$ cat src/rtl/delta_rle_pkg.sv
// Shared definitions for the delta/RLE token stream.
// Token: MSB set = run of the previous pixel, clear = literal pixel.
package delta_rle_pkg;

  typedef enum logic {
    ACCEPT = 1'b0,
    RUN    = 1'b1
  } rle_state_e;

  localparam int unsigned TOK_MAXW = 64;

  function automatic int unsigned tok_type_bit(
    input int unsigned busw
  );
    return busw - 1;
  endfunction

  function automatic logic tok_is_run(
    input logic [TOK_MAXW-1:0] tok,
    input int unsigned         busw
  );
    return tok[tok_type_bit(busw)];
  endfunction

  function automatic logic [TOK_MAXW-1:0] tok_count(
    input logic [TOK_MAXW-1:0] tok,
    input int unsigned         busw
  );
    logic [TOK_MAXW-1:0] m;
    m = (TOK_MAXW'(1) << tok_type_bit(busw)) - TOK_MAXW'(1);
    return tok & m;
  endfunction

  function automatic logic [TOK_MAXW-1:0] tok_pixel(
    input logic [TOK_MAXW-1:0] tok,
    input int unsigned         pixw
  );
    logic [TOK_MAXW-1:0] m;
    m = (TOK_MAXW'(1) << pixw) - TOK_MAXW'(1);
    return tok & m;
  endfunction

endpackage

$ cat src/rtl/line_col_cnt.sv
// Column position of the pixel currently presented on the output.
// Advances once per output transfer and wraps at the line end.
module line_col_cnt #(
  parameter int unsigned LINE_W = 3840,
  localparam int unsigned CW = (LINE_W > 1) ? $clog2(LINE_W) : 1
) (
  input  logic          clk,
  input  logic          rstn,
  input  logic          inc,
  output logic [CW-1:0] col,
  output logic          last
);

  logic [CW-1:0] col_q;
  logic [CW-1:0] col_d;

  assign last = (col_q == CW'(LINE_W - 1));
  assign col  = col_q;

  always_comb begin
    col_d = col_q;
    if (inc) begin
      col_d = last ? '0 : col_q + CW'(1);
    end
  end

  always_ff @(posedge clk or negedge rstn) begin
    if (!rstn) begin
      col_q <= '0;
    end else begin
      col_q <= col_d;
    end
  end

endmodule

$ cat src/rtl/delta_rle_rx.sv
// Run-length token expander: literals update the held pixel,
// run tokens repeat it; one registered output slot.
module delta_rle_rx
  import delta_rle_pkg::*;
#(
  parameter int unsigned PIXW   = 10,
  parameter int unsigned BUSW   = 16,
  parameter int unsigned LINE_W = 3840
) (
  input  logic            clk,
  input  logic            rstn,
  input  logic            s_valid,
  input  logic [BUSW-1:0] s_data,
  output logic            s_ready,
  output logic            m_valid,
  input  logic            m_ready,
  output logic [PIXW-1:0] m_px,
  output logic            m_last,
  output logic            run_active,
  output logic            err_zero_run,
  input  logic            err_clr
);

  localparam int unsigned CW = (LINE_W > 1) ? $clog2(LINE_W) : 1;

  if (PIXW > BUSW - 1) begin : g_bad_pixw
    $error("delta_rle_rx: PIXW must not exceed BUSW-1");
  end
  if (LINE_W < 1) begin : g_bad_line
    $error("delta_rle_rx: LINE_W must be at least 1");
  end

  rle_state_e      state_q;
  logic [BUSW-2:0] remain_q;
  logic [PIXW-1:0] prev_q;
  logic [PIXW-1:0] px_q;
  logic            vld_q;
  logic            err_q;

  logic [TOK_MAXW-1:0] tok_w;
  logic                tok_run;
  logic [BUSW-2:0]     tok_cnt;
  logic [PIXW-1:0]     tok_px;
  logic                slot_free;
  logic                acc;
  logic [CW-1:0]       col_w;
  logic                last_w;
  logic                unused_col;

  assign tok_w   = TOK_MAXW'(s_data);
  assign tok_run = tok_is_run(tok_w, BUSW);
  assign tok_cnt = (BUSW-1)'(tok_count(tok_w, BUSW));
  assign tok_px  = PIXW'(tok_pixel(tok_w, PIXW));

  assign slot_free = !vld_q || m_ready;
  // Gated by rstn so the source sees no acceptance while held in reset.
  assign s_ready   = rstn && (state_q == ACCEPT) && slot_free;
  assign acc       = s_valid && s_ready;

  always_ff @(posedge clk or negedge rstn) begin
    if (!rstn) begin
      state_q  <= ACCEPT;
      remain_q <= '0;
      prev_q   <= '0;
      px_q     <= '0;
      vld_q    <= 1'b0;
      err_q    <= 1'b0;
    end else begin
      if (slot_free) begin
        vld_q <= 1'b0;
      end
      if (err_clr) begin
        err_q <= 1'b0;
      end
      unique case (state_q)
        ACCEPT: begin
          if (acc) begin
            if (!tok_run) begin
              vld_q  <= 1'b1;
              px_q   <= tok_px;
              prev_q <= tok_px;
            end else if (tok_cnt == '0) begin
              err_q <= 1'b1;
            end else begin
              vld_q <= 1'b1;
              px_q  <= prev_q;
              if (tok_cnt != (BUSW-1)'(1)) begin
                remain_q <= tok_cnt - (BUSW-1)'(1);
                state_q  <= RUN;
              end
            end
          end
        end
        RUN: begin
          if (slot_free) begin
            vld_q    <= 1'b1;
            px_q     <= prev_q;
            remain_q <= remain_q - (BUSW-1)'(1);
            if (remain_q == (BUSW-1)'(1)) begin
              state_q <= ACCEPT;
            end
          end
        end
      endcase
    end
  end

  line_col_cnt #(
    .LINE_W (LINE_W)
  ) u_col (
    .clk  (clk),
    .rstn (rstn),
    .inc  (vld_q && m_ready),
    .col  (col_w),
    .last (last_w)
  );

  assign unused_col   = ^col_w;
  assign m_valid      = vld_q;
  assign m_px         = px_q;
  assign m_last       = vld_q && last_w;
  assign run_active   = (state_q == RUN);
  assign err_zero_run = err_q;

endmodule

$ cat config.mk
export PLATFORM = sky130hd
export DESIGN_NAME = delta_rle_rx
export DESIGN_NICKNAME = d
export VERILOG_FILES = /design/src/rtl/delta_rle_pkg.sv /design/src/rtl/line_col_cnt.sv /design/src/rtl/delta_rle_rx.sv
export SDC_FILE = /design/constraint.sdc
export NUM_CORES = 1
export LEC_CHECK = 0
export ABC_AREA = 1
export BUFFER_PORTS_ARGS = -buffer_cell sky130_fd_sc_hd__buf_4
export CORE_AREA = 2 2 88 90
export CTS_CLUSTER_SIZE = 16
export DETAILED_ROUTE_END_ITERATION = 10
export DIE_AREA = 0 0 90 92
export GPL_TIMING_DRIVEN = 0
export PLACE_DENSITY_LB_ADDON = 0.08
export SKIP_CTS_REPAIR_TIMING = 1
export SLEW_MARGIN = 20
export SYNTH_ARGS = -nofsm -noshare
export SYNTH_HDL_FRONTEND = slang
export SYNTH_SLANG_ARGS = --single-unit
$ cat constraint.sdc
create_clock -name clk -period 1.9 [get_ports clk]
set_clock_uncertainty 0.05 [all_clocks]
set_input_delay 0.095 -clock clk [delete_from_list [all_inputs] [get_ports clk]]
set_output_delay 0.095 -clock clk [all_outputs]
set_load 0.01 [all_outputs]
# --- After elaboration in Yosys (flattened, before gate mapping) ---
# Index checks and enable logic that the tools add are counted.
word_totals:
  reg_bits: 50
  input_bits: 21
  out_inout_bits: 15
op_classes:
  eq_ne: 9
  reduce_logical: 11
  n_addsub: 3
  mux: 30
  bitwise_logic: 2
ops:
  columns: ["op", "n"]
  rows:
  - ["2-to-1 mux 15 bit", 5]
  - ["2-to-1 mux 10 bit", 4]
  - ["one-hot mux 15 bit (2 select lines)", 1]
  - ["subtractor 15 x 1 -> 15 bit, second input constant", 2]
  - ["one-hot mux 10 bit (2 select lines)", 1]
  - ["2-to-1 mux 1 bit", 16]
  - ["== test 15 x 1 -> 1 bit, second input constant", 1]
  - ["zero test 15 bit", 1]
  - ["inequality test 15 x 1 -> 1 bit, second input constant", 1]
  - ["adder 12 x 1 -> 12 bit, second input constant", 1]
  - ["== test 12 bit, second input constant", 1]
  - ["2-to-1 mux 12 bit", 1]
  - ["inequality test 2 bit, second input constant", 3]
  - ["AND reduction 3 bit", 2]
  - ["logical AND 1 bit", 5]
  - ["AND reduction 5 bit", 1]
  - ["inequality test 2 x 1 -> 1 bit, second input constant", 2]
  - ["one-hot mux 1 bit (2 select lines)", 2]
  - ["inequality test 3 bit, second input constant", 1]
  - ["inverter 1 bit", 2]
  - ["zero test 1 bit", 1]
  - ["logical OR 1 bit", 1]

# --- Longest topological paths before layout ---
depth:
  word_depth: 7
  mapped_depth: 11
  mapped_depth_nobuf: 11

# --- Cells and area by module ---
# Synthesis repeated with hierarchy kept, for this count alone.
unflattened:
  hier_cells: 479
  area_unflattened_um2: 3284.4
by_module_without_submodules:
  columns: ["module", "n_inst", "seq_area_each_um2", "area_each_um2", "cells_each"]
  rows:
  - ["delta_rle_rx", 1, 950.9, 2596.2, 386]
  - ["line_col_cnt", 1, 300.3, 688.2, 93]

# --- Worst setup path after synthesis ---
# OpenSTA, ideal clock, no wires.
synth_path:
  path_kind: "register -> register"
  from: "register state_q (netlist: run_active)"
  to: "register remain_q[0]"
  arrival_time_ns: 1.377
  path_buffers: 2
  synth_period_minus_slack_ns: 1.543
  setup_ns: 0.116
  path_stages_with_launch: 9
  setup_slack_ns: 0.357
  path_cell_list: "dfrtp_1 -> buf_6 -> nor2_8 -> nand3_4 -> a21oi_2 -> nand4_2 -> buf_4 -> nand2_1 -> nand2_1"
synth_between:
  elab_chain_cells: 6
  elab_cells_between_ends: 11
  classes_between: "eq/ne (5); mux (1); bitwise (1); reduce/logical (4)"
synth_rtl:
  columns: ["element", "line_no", "rtl"]
  rows:
  - ["start: declaration", "delta_rle_rx.sv:33", "rle_state_e state_q;"]
  - ["start signal: assignment", "delta_rle_rx.sv:62", "state_q <= ACCEPT;"]
  - ["start signal: assignment", "delta_rle_rx.sv:89", "state_q <= RUN;"]
  - ["start signal: assignment", "delta_rle_rx.sv:100", "state_q <= ACCEPT;"]
  - ["inverter 1 bit (no line)", null, null]
  - ["logical AND 1 bit (2 in series)", "delta_rle_rx.sv:57", "assign s_ready = rstn && (state_q == ACCEPT) && slot_free;"]
  - ["logical AND 1 bit", "delta_rle_rx.sv:58", "assign acc = s_valid && s_ready;"]
  - ["inequality test 2 bit (no line)", null, null]
  - ["AND reduction 5 bit (no line)", null, null]
  - ["end signal: assignment", "delta_rle_rx.sv:88", "remain_q <= tok_cnt - (BUSW-1)'(1);"]
  - ["end signal: assignment", "delta_rle_rx.sv:98", "remain_q <= remain_q - (BUSW-1)'(1);"]
  - ["end: declaration", "delta_rle_rx.sv:34", "logic [BUSW-2:0] remain_q;"]
# Parallel ways exist; a longest one is shown, timed or not.
# A chain may end at the register's enable or synchronous reset.

# --- Worst setup path after layout ---
layout_path:
  from: "register state_q (netlist: run_active)"
  to: "register remain_q[11]"
# Same word-level chain as after synthesis.

==> results_dict.tcl <==
set metrics [dict create \
    outcome "complete, but fails checks" \
    violations "negative hold slack" \
    ys_warn_count 0 \
    critical_path_class "flip-flop to flip-flop" \
    cp_data_required_time_ps 2050 \
    vias 3005 \
    powerDensity_nw_per_um2 1330 \
    yosysUniqueCellTypes 36 \
    p_leak_uw 0.00197 \
    synth_seq_cells 50 \
    hold_class "input port to asynchronous set/reset pin" \
    portBuffers 35 \
    crit_end "remain_q[11]" \
    finalCriticalPeriod_ps 1770 \
    grt_antenna_before_repair 0 \
    final_cells 614 \
    ioPinCount 36 \
    critPathLaunch "run_active" \
    die_y_um 92 \
    drive_gt1_share_pct 15.2 \
    syn-num-nets 494 \
    grt_max_degree 52 \
    core_um2 7450 \
    dominantRegCellSynth "dfrtp_1" \
    reg2reg_depth 8 \
    synthCells 468 \
    r2r_slack_ps 130 \
    gp_congestion 0.840 \
    critPathArrivalTime_ps 1920 \
    holdWs_ps -332 \
    drv_slew 0 \
    gr-total-overflow 0 \
    crit_path_end_kind "flip-flop" \
    fin_ws_ps 132 \
    cts_root_buf "clkbuf_8" \
    synth_area_leaders "dfrtp_1 (39%), nand2_1 (20%), nor2_1 (6.4%)" \
    async_flop_share_pct 100 \
    use_met1_pct 28.0 \
    area_delta_synth_final_pct 17.3 \
    dr.pass1.iters 4 \
    path_max_fanout 10 \
    grtUsageMet3_pct 3.04 \
    worstReg2RegStart "run_active" \
    maxCapViolCount 0 \
    grt_usage_pct 19.8 \
    wl_per_cell_um 12.8 \
    ir_worst_vdd_uv 506 \
    synth.top_cell.area_share_pct 38.8 \
    clock_latency_ps 300 \
    grt_setup_unrepaired "yes" \
    cts_buffer_depth 2 \
    dp.cells 605 \
    r2r_end "remain_q[11]" \
    rows 32 \
    post-route-drc-count 0 \
    initialDrtViolationCount 115 \
    path_clk_slew_ps 100 \
    synth-edff-count 0 \
    synth_area_um2 3230 \
    ys_seq_area_share_pct 38.8 \
    fmax_ghz 0.566 \
    die-area_um2 8280 \
    dieWidth_um 90 \
    start_kind "flip-flop" \
    grt_pass1_vias 2843 \
    cts_sinks 50 \
    utilization_pct 50.8 \
    slew_headroom_pct 67.8 \
    cts_made_buffers 5 \
    nets 537 \
    fin_crit_sh_pct 93.1 \
    avgSynthCellArea_um2 6.89 \
    n_antenna_cell 0 \
    via_per_inst 4.89 \
    finalHoldViolCount 50 \
    synth.top_cells.by_count "nand2_1 (172), nor2_1 (55), dfrtp_1 (50)" \
    ant_nets 0 \
    pre_cts_ws_ps -206 \
    busiest_layer "met2" \
    yosysMostFrequentCell "nand2_1" \
    dp_hpwl_um 6060 \
    total_power_uw 5050 \
    synth_area_leader_cell "dfrtp_1" \
    use_met2_pct 31.7 \
    start_util_pct 43.3 \
    worstMarginPinSlew_ps 482 \
    grt_pass1_wl_um 13400 \
    fillers 785 \
    h-tree-depth 2 \
    setup_violations 0 \
    cts_tree "yes" \
    drt-total-wl_um 7840 \
]
==> report_power, final <==
| part | internal, µW | total [µW] | switching (µW) |
|---|---|---|---|
| registers | 1480 | 1800 | 329 |
| logic | 928 | 2310 | 1380 |
| clock network | 562 | 938 | 376 |
==> registers in the layout, summed over array words and instances (netlist names) <==
signal and flops:
err_zero_run 1, remain_q 15, u_col.col 12, m_px 10, run_active 1, m_valid 1, prev_q 10
==> per-stage QoR <==
stage | cell area (µm²) | TNS (ps)
after floorplan | 3230 | 0
after global placement | 3620 | -1850
after detailed placement | 3620 | -2320
after CTS | 3760 | 0
after global routing | 3780 | -9.69
final | 3780 | 0
==> kinds of logic (layout without fill, tap and decap cells) <==
group / after synthesis / after routing / synth area share (%)
AOI/OAI and AO/OA: 55 / 55 / 9.89
xor gates and xnor gates: 8 / 8 / 2.17
adders and majority gates: 5 / 5 / 1.94
buffers and inverters: 60 / 104 / 7.80
DFF: 50 / 50 / 38.8
muxes: 1 / 1 / 0.310
and+or+nand+nor: 289 / 289 / 39.1
==> cells in the final DEF, fill, tap and decap left out, types with 2 or more instances in the layout <==
master / netlist / layout
clkbuf_8: 0 / 6
a22oi_1: 2 / 2
nand3b_1: 3 / 3
nor2_1: 55 / 53
o21ai_0: 21 / 21
a21oi_1: 8 / 8
xnor2_1: 2 / 2
o21a_1: 11 / 11
buf_2: 3 / 3
ha_1: 5 / 5
nor3_1: 3 / 2
buf_4: 2 / 36
nand2_2: 12 / 13
nand3_2: 2 / 2
nor2_2: 1 / 3
nor2_4: 3 / 3
bufinv_16: 0 / 2
o21ai_1: 9 / 9
inv_1: 49 / 49
xor2_1: 6 / 6
clkbuf_1: 3 / 3
dfrtp_1: 50 / 50
nand4_1: 3 / 3
nand2_1: 172 / 171
or2_2: 2 / 2
buf_6: 2 / 3
nand3_1: 28 / 28
==> area by class of cell <==
cell class / instances / area, µm² / area share [%]
multi-input combinational: 358 / 1740 / 45.9
sequential: 50 / 1250 / 33.1
tap: 102 / 128 / 3.37
buffer: 11 / 67.6 / 1.79
timing repair buffer: 36 / 277 / 7.31
clock buffer: 6 / 82.6 / 2.18
inverter: 49 / 184 / 4.86
clock inverter: 2 / 60.1 / 1.59
==> worst min path at each step <==
stage	start	endpoint
floorplan	rstn	err_zero_run
global placement	rstn	m_px[1]
detailed placement	rstn	m_px[1]
CTS	rstn	m_px[1]
global route	rstn	m_px[1]
finish	rstn	m_px[1]
==> per-layer routing <==
layer,part of all wire (%),routed length (µm),up-vias
li1,-,-,1553
met1,50,3890,1371
met2,44,3460,75
met3,5.3,418,6
met4,0.97,76,0
met5,0,0,-
==> worst max-delay path: stages (launching register included) <==
cell     delay, ps
dfrtp_1        430
buf_6          180
nor2_8         120
nand3_4         90
a21oi_2        190
nand4_2        230
buf_4          250
nand2_1         60
nand2_1         60
(Power assumes the default switching activity.)
